--- src/rtl/audio_pkg.sv ---
// Shared encodings and defaults for the audio path scheduler and its tone generator.
package audio_pkg;

  typedef enum logic [1:0] {
    ModePass  = 2'b00,
    ModeGated = 2'b01,
    ModeTone  = 2'b10,
    ModeMute  = 2'b11
  } mode_e;

  typedef enum logic [1:0] {
    StIdle = 2'b00,
    StXfer = 2'b01,
    StHold = 2'b10
  } state_e;

  localparam logic [31:0] AmplitudeDefault = 32'd10000000;
  localparam logic [14:0] BaseHalfDefault  = 15'd3000;

  // Modes that consume the codec input sample and therefore need the input FIFO non-empty.
  function automatic logic mode_uses_input(input mode_e m);
    return (m == ModePass) || (m == ModeGated);
  endfunction

endpackage

--- src/rtl/tone_gen.sv ---
// Square-wave tone source: toggles snd every {period_sel, BASE_HALF}+1 cycles, idle when period_sel=0.
module tone_gen
  import audio_pkg::*;
#(
  parameter logic [14:0] BASE_HALF = BaseHalfDefault
) (
  input  logic       CLOCK_50,
  input  logic       resetn,
  input  logic [3:0] period_sel,
  output logic       snd
);

  logic [18:0] half_period;
  logic [18:0] cnt_q, cnt_d;
  logic        snd_q, snd_d;

  assign half_period = {period_sel, BASE_HALF};

  // >= rather than == so a pitch change to a shorter period wraps at once.
  always_comb begin
    cnt_d = cnt_q + 19'd1;
    snd_d = snd_q;
    if (period_sel == 4'd0) begin
      cnt_d = '0;
      snd_d = 1'b0;
    end else if (cnt_q >= half_period) begin
      cnt_d = '0;
      snd_d = ~snd_q;
    end
  end

  always_ff @(posedge CLOCK_50 or negedge resetn) begin
    if (!resetn) begin
      cnt_q <= '0;
      snd_q <= 1'b0;
    end else begin
      cnt_q <= cnt_d;
      snd_q <= snd_d;
    end
  end

  assign snd = snd_q;

endmodule

--- src/rtl/audio_path_sched.sv ---
// Codec FIFO scheduler: moves one stereo sample per IDLE->XFER->HOLD pass, sourced per mode.
module audio_path_sched
  import audio_pkg::*;
#(
  parameter logic [31:0] AMPLITUDE = AmplitudeDefault,
  parameter logic [14:0] BASE_HALF = BaseHalfDefault
) (
  input  logic        CLOCK_50,
  input  logic        resetn,
  input  logic [1:0]  mode,
  input  logic [3:0]  period_sel,
  input  logic        audio_in_available,
  input  logic [31:0] left_channel_audio_in,
  input  logic [31:0] right_channel_audio_in,
  input  logic        audio_out_allowed,
  output logic        read_audio_in,
  output logic        write_audio_out,
  output logic [31:0] left_channel_audio_out,
  output logic [31:0] right_channel_audio_out,
  output logic [15:0] xfer_count,
  output logic        tone_level
);

  state_e      state_q;
  mode_e       mode_q;
  mode_e       mode_in;
  logic        init_q;
  logic        write_q;
  logic [31:0] left_q, right_q;
  logic [15:0] count_q;
  logic        snd;
  logic        go;

  tone_gen #(
    .BASE_HALF (BASE_HALF)
  ) u_tone_gen (
    .CLOCK_50   (CLOCK_50),
    .resetn     (resetn),
    .period_sel (period_sel),
    .snd        (snd)
  );

  function automatic logic [31:0] pick_sample(input mode_e m, input logic s,
                                              input logic [31:0] din);
    logic [31:0] res;
    res = '0;
    unique case (m)
      ModePass:  res = din;
      ModeGated: res = s ? 32'd0 : din;
      ModeTone:  res = s ? AMPLITUDE : (32'd0 - AMPLITUDE);
      ModeMute:  res = 32'd0;
      default:   res = 32'd0;
    endcase
    return res;
  endfunction

  assign mode_in = mode_e'(mode);
  assign go      = audio_out_allowed && (!mode_uses_input(mode_in) || audio_in_available);

  // init_q holds off the first transfer until the second edge after reset release.
  always_ff @(posedge CLOCK_50 or negedge resetn) begin
    if (!resetn) begin
      state_q <= StIdle;
      mode_q  <= ModePass;
      init_q  <= 1'b0;
      write_q <= 1'b0;
      left_q  <= '0;
      right_q <= '0;
    end else begin
      init_q  <= 1'b1;
      write_q <= 1'b0;
      unique case (state_q)
        StIdle: begin
          if (init_q && go) begin
            mode_q  <= mode_in;
            left_q  <= pick_sample(mode_in, snd, left_channel_audio_in);
            right_q <= pick_sample(mode_in, snd, right_channel_audio_in);
            write_q <= 1'b1;
            state_q <= StXfer;
          end
        end
        StXfer:  state_q <= StHold;
        StHold:  state_q <= StIdle;
        default: state_q <= StIdle;
      endcase
    end
  end

  always_ff @(posedge CLOCK_50 or negedge resetn) begin
    if (!resetn) begin
      count_q <= '0;
    end else if (state_q == StXfer) begin
      count_q <= count_q + 16'd1;
    end
  end

  // Tone/mute transfers still pop the input FIFO when it has data so it never backs up.
  assign read_audio_in = (state_q == StXfer) && (mode_uses_input(mode_q) || audio_in_available);

  assign write_audio_out         = write_q;
  assign left_channel_audio_out  = left_q;
  assign right_channel_audio_out = right_q;
  assign xfer_count              = count_q;
  assign tone_level              = snd;

endmodule

--- config.mk ---
export PLATFORM = sky130hd
export DESIGN_NAME = audio_path_sched
export DESIGN_NICKNAME = d
export VERILOG_FILES = /design/src/rtl/audio_pkg.sv /design/src/rtl/tone_gen.sv /design/src/rtl/audio_path_sched.sv
export SDC_FILE = /design/constraint.sdc
export NUM_CORES = 1
export LEC_CHECK = 0
export ABC_AREA = 1
export CAP_MARGIN = 15
export CORE_MARGIN = 3
export CORE_UTILIZATION = 25
export CTS_CLUSTER_SIZE = 24
export DETAILED_ROUTE_END_ITERATION = 16
export SETUP_SLACK_MARGIN = 0.3
export SLEW_MARGIN = 5
export SYNTH_ARGS = -nofsm -noshare
export SYNTH_HDL_FRONTEND = slang
export SYNTH_SLANG_ARGS = --single-unit
--- constraint.sdc ---
create_clock -name CLOCK_50 -period 1.91 [get_ports CLOCK_50]
set_input_delay 0.382 -clock CLOCK_50 [delete_from_list [all_inputs] [get_ports CLOCK_50]]
set_output_delay 0.382 -clock CLOCK_50 [all_outputs]
set_load 0.02 [all_outputs]
# Yosys cells after proc, flatten, opt, wreduce, memory -nomap -nowiden

Index checks and enable logic that the tools add are counted.

Multiplexer cells: 13
Reductions and logical operators: 14
Div/mod/pow operators: 0
Bitwise logic cells: 1
Eq/ne operators: 6
Shift operators: 0
$lt $le $gt $ge: 1
$add $sub $neg: 2
Multiply operators: 0

Operators with widths:

| cell                    | count |
|---|---|
| $pmux W32 S4            | 2 |
| $mux W32                | 3 |
| $mux W19                | 2 |
| $add A19 B1 Y19 const B | 1 |
| $ge A19 B19 Y1          | 1 |
| $add A16 B1 Y16 const B | 1 |
| $eq A2 B1 Y1 const B    | 3 |
| $logic_not A2 Y1        | 3 |
| $eq A2 B2 Y1 const B    | 2 |
| $logic_not A4 Y1        | 1 |
| $logic_or A1 B1 Y1      | 4 |
| $mux W1                 | 4 |
| $pmux W2 S2             | 1 |
| $logic_and A1 B1 Y1     | 3 |
| $mux W2                 | 1 |
| $ne A2 B2 Y1 const B    | 1 |
| $reduce_and A2 Y1       | 1 |
| $reduce_bool A2 Y1      | 1 |
| $logic_not A1 Y1        | 1 |
| $not A1 Y1              | 1 |

Flip-flop bits (word level): 106
Output and inout bits: 83
Logic and storage cells: 46
RAM bits: 0
Bits in read-only memories: 0
Input port bits: 74
Latch bits: 0
Memories kept: 0

# Depth between registers and ports, before layout

Word-level depth: 8
Depth in mapped cells: 10
Gate-level depth less buffers: 10

# By module

A second synthesis with hierarchy kept.

Cell total of the unflattened synthesis: 637
Area total of the unflattened synthesis: 5,116.2 µm²

Modules (own cells, without submodules):

| module           | cells an instance | seq. area each (µm²) | area an instance (µm²) | instances |
|---|---|---|---|---|
| audio_path_sched | 478               | 2,127.0              | 3,842.4                | 1 |
| tone_gen         | 159               | 500.5                | 1,273.7                | 1 |

# Worst setup path after synthesis

Ideal clock, no wire load.

Kind: register to register
From: register count_q[0] (netlist: xfer_count[0])
To: register count_q[12] (netlist: xfer_count[12])
Stages on the path, launching flop included: 8
Setup slack: 0.413 ns
Data arrival time: 1.366 ns
Library setup time: 0.130 ns
Buffers on the path: 0
Clock period less this slack: 1.497 ns
Required time: 1.780 ns
Cell sequence: dfrtp_1 > ha_1 > nand3_1 > nor2_4 > nand2_1 > nor2_1 > nand2_1 > xnor2_1

Longest elaborated chain between the ends: 1

Ends and longest elaborated chain:

| item                     | line                   | source |
|---|---|---|
| start: declaration       | audio_path_sched.sv:30 | `logic [15:0] count_q;` |
| start signal: assignment | audio_path_sched.sv:93 | `count_q <= count_q + 16'd1;` |
| $add A16 B1 Y16          | audio_path_sched.sv:93 |  |

No other way between the ends.
A chain may end at the register's enable or synchronous reset.

# Worst setup path after layout

From: input port mode[1]
To: register left_q[25] (netlist: left_channel_audio_out[25])

Longest elaborated chain between the ends: 7
Elaborated cells between the ends (all ways): 11
Classes of those cells: eq/ne: 3; mux: 1; reduce/logical: 7

Ends and longest elaborated chain:

| item                                                    | line                                    | source |
|---|---|---|
| start: declaration                                      | audio_path_sched.sv:10                  | `input logic [1:0] mode,` |
| $eq A2 B1 Y1 / $logic_not A2 Y1 (equally long branches) | audio_pkg.sv:22, audio_path_sched.sv:47 |  |
| $logic_or A1 B1 Y1                                      | audio_pkg.sv:22                         | `return (m == ModePass) \|\| (m == ModeGated);` |
| $logic_not A1 Y1                                        | audio_path_sched.sv:58                  | `assign go = audio_out_allowed && (!mode_uses_input(mode_in) \|\| audio_in_available);` |
| $logic_or A1 B1 Y1                                      | audio_path_sched.sv:58                  |  |
| $logic_and A1 B1 Y1                                     | audio_path_sched.sv:58                  |  |
| $logic_and A1 B1 Y1                                     | audio_path_sched.sv:74                  | `if (init_q && go) begin` |
| $reduce_and A2 Y1 (no source line)                      | -                                       |  |
| end signal: assignment                                  | audio_path_sched.sv:76                  | `left_q <= pick_sample(mode_in, snd, left_channel_audio_in);` |
| end: declaration                                        | audio_path_sched.sv:29                  | `logic [31:0] left_q, right_q;` |

Parallel ways exist; a longest one is shown, timed or not.

==> impl_metrics.json <==
{
  "status": "completed",
  "switching_share": 0.355,
  "worstPathMaxFanout": 8,
  "htree_levels": 3,
  "drive_gt1_frac": 0.125,
  "clock_latency_ns": 0.35,
  "drtAntennaViolNets": 0,
  "grt_pass1_wl_mm": 21.4,
  "avgSynthCellArea_um2": 8.71,
  "end_kind": "register",
  "seqPwrFrac": 0.415,
  "p_per_area_nw_per_um2": 1020,
  "worstPathArrival_ns": 1.85,
  "irDropWorstVdd_v": 0.000428,
  "clkPwrFrac": 0.257,
  "synth_nets": 632,
  "power.internal_mw": 4.71,
  "syn2layout_area_growth_pct": 49.6,
  "maxCapViolations": 0,
  "route.vias.total": 4166,
  "first_global_vias": 4142,
  "path_clk_slew_ns": 0.08,
  "finClkSkew_ns": 0.00778,
  "fp.dieH_um": 145,
  "dieArea_um2": 20900,
  "fmax_mhz": 620,
  "antennaDiodeCount": 0,
  "drtPass1Iterations": 4,
  "grtUsageTotal": 0.130,
  "final_cell_mix": "nand2_1 (143), dfrtp_1 (103), nor2_1 (82), dlygate4sd2_1 (82), clkdlybuf4s50_1 (68)",
  "synth_seq_cells": 105,
  "drc": 0,
  "fin_ws_ns": 0.298,
  "grt_max_degree": 49,
  "synth-seq-area-share": 0.548,
  "drv_slew": 0,
  "grt-ovfl-total": 0,
  "syn_inst": 551,
  "cts.path.max_buffers": 2,
  "root_buffer": "clkbuf_16",
  "viasPerCell": 4.33,
  "grt_antenna_before_repair": 0,
  "rsz0062_at_grt": "true",
  "die_x_um": 145,
  "wl_per_cell_um": 14.4,
  "numCtsBuffers": 9,
  "hold_viol_final": 0,
  "pwr-share-comb": 0.328,
  "cts_sinks": 105,
  "p_leak_nw": 3.40,
  "critical_path_class": "input port to register",
  "synth_cell_types": 27,
  "hold_class": "input port to asynchronous set/reset pin",
  "drt_iter0_drc": 238,
  "drt-total-wl_mm": 13.9,
  "cts_tree": "done",
  "port_buffers": 156,
  "required_ns": 2.15,
  "regToRegSetupSlack_ns": 0.37,
  "io_pins": 157,
  "coreArea_um2": 18800,
  "fp-row-count": 50,
  "netlist_area_um2": 4800,
  "total_power_mw": 7.30,
  "netSwitchingPower_mw": 2.60,
  "nNetsFinal": 806,
  "initial_utilization": 0.256,
  "gp_congestion": 0.823,
  "synth_warnings": 0,
  "dp_slack_ns": -0.139,
  "period_minus_slack_ns": 1.61,
  "dp.final_hpwl_mm": 9.78,
  "finalSetupViolations": 0,
  "period_share": 0.844,
  "final_common_cell": "nand2_1",
  "start_kind": "input port",
  "fill_cells": 1940
}
## final timing paths
check / start / depth (start not counted) / end
setup / recovery: mode[1] / 8 / left_channel_audio_out[25]
hold / removal: resetn / 2 / right_channel_audio_out[20]
setup reg to reg: u_tone_gen.cnt_q[17] / 7 / u_tone_gen.snd
hold reg to reg: left_channel_audio_out[0] / 2 / left_channel_audio_out[0]
max in group asynchronous: resetn / 3 / u_tone_gen.cnt_q[16]
min in group CLOCK_50: left_channel_audio_out[0] / 2 / left_channel_audio_out[0]
## flip-flops by register name (all words and copies together) (netlist names)
register and flops:
init_q 1, left_channel_audio_out 32, mode_q 1, right_channel_audio_out 32, state_q 2, u_tone_gen.cnt_q 19, u_tone_gen.snd 1, write_audio_out 1
xfer_count 16
## repair_timing
action | in CTS | in global routing
hold endpoints to repair | 20 | 0
endpoints found under the setup margin | 100 | 80
cloned | 1 | 2
buffers inserted | 0 | 2
pin swaps | 3 | 10
hold buffers | 1 | 0
gates resized for setup | 94 | 29
## critical path, stage by stage
cell and delay [ns]:
clkdlybuf4s50_1 0.51, nor2_1 0.07, nor2_2 0.12, nand3_2 0.16, a31oi_4 0.18, buf_4 0.17, buf_6 0.17, a21oi_1 0.08
## power by group through the flow
stage	clock network (mW)	registers [mW]	logic, mW
after floorplan	0	3.56	0.779
after global placement	0	3.08	2.66
after detailed placement	0	3.09	2.67
after CTS	1.96	3.04	2.40
after global routing	2.04	3.12	2.65
final	1.88	3.03	2.39
## Yosys cell counts, drive strengths merged
library cell,count,share of area
o21ai,45,0.047
xor2,14,0.026
nand3,15,0.019
clkbuf,5,0.0039
buf,17,0.025
nor3,7,0.0073
clkinv,1,0.00078
a31oi,1,0.0044
o21bai,1,0.0016
conb,1,0.00078
nand3b,1,0.0016
nand2,147,0.12
o31ai,2,0.0031
xnor2,9,0.016
nor2,90,0.075
inv,37,0.029
dfrtp,105,0.55
ha,7,0.018
nand4,8,0.010
a21oi,38,0.048
## routing by layer
metal | track usage | part of all wire | up-vias
met5 | 0 | 0 | -
met4 | 0.0437 | 0.015 | 0
met3 | 0.0331 | 0.059 | 13
met2 | 0.204 | 0.46 | 93
met1 | 0.174 | 0.46 | 1956
li1 | - | - | 2104
## cell type report
type / instances / area, um2 / share of cell area
flip-flops and latches: 105 / 2630 / 0.366
multi-input cells: 386 / 2020 / 0.281
repair buffers: 185 / 1800 / 0.251
well taps: 234 / 293 / 0.0408
clock buffers: 9 / 225 / 0.0314
inverters: 38 / 143 / 0.0199
clock inverters: 6 / 68.8 / 0.00959
## cells by family (layout without fill, tap and decap cells)
kind of cell | Yosys count | after routing | synth area share
AO/OA/AOI/OAI | 87 | 87 | 0.104
adder cells (fa/ha/maj) | 7 | 7 | 0.0183
other | 1 | 1 | 0.000782
buffers and inverters | 60 | 238 | 0.0584
XOR/XNOR | 23 | 23 | 0.0420
AND/OR/NAND/NOR | 268 | 268 | 0.229
flip-flops | 105 | 105 | 0.548
## metrics by stage
step	setup TNS (ns)	hold slack, ns	instance area, um2	utilization	std cells
after global routing	0	0.501	7180	0.383	963
after global placement	-3.23	0.311	6780	0.361	942
after detailed placement	-2.39	0.312	6780	0.361	942
after CTS	0	0.473	7050	0.375	959
after floorplan	0	0.0864	4800	-	551
final	0	0.477	7180	0.383	963
Note: power is estimated with default switching activity, not from simulation.
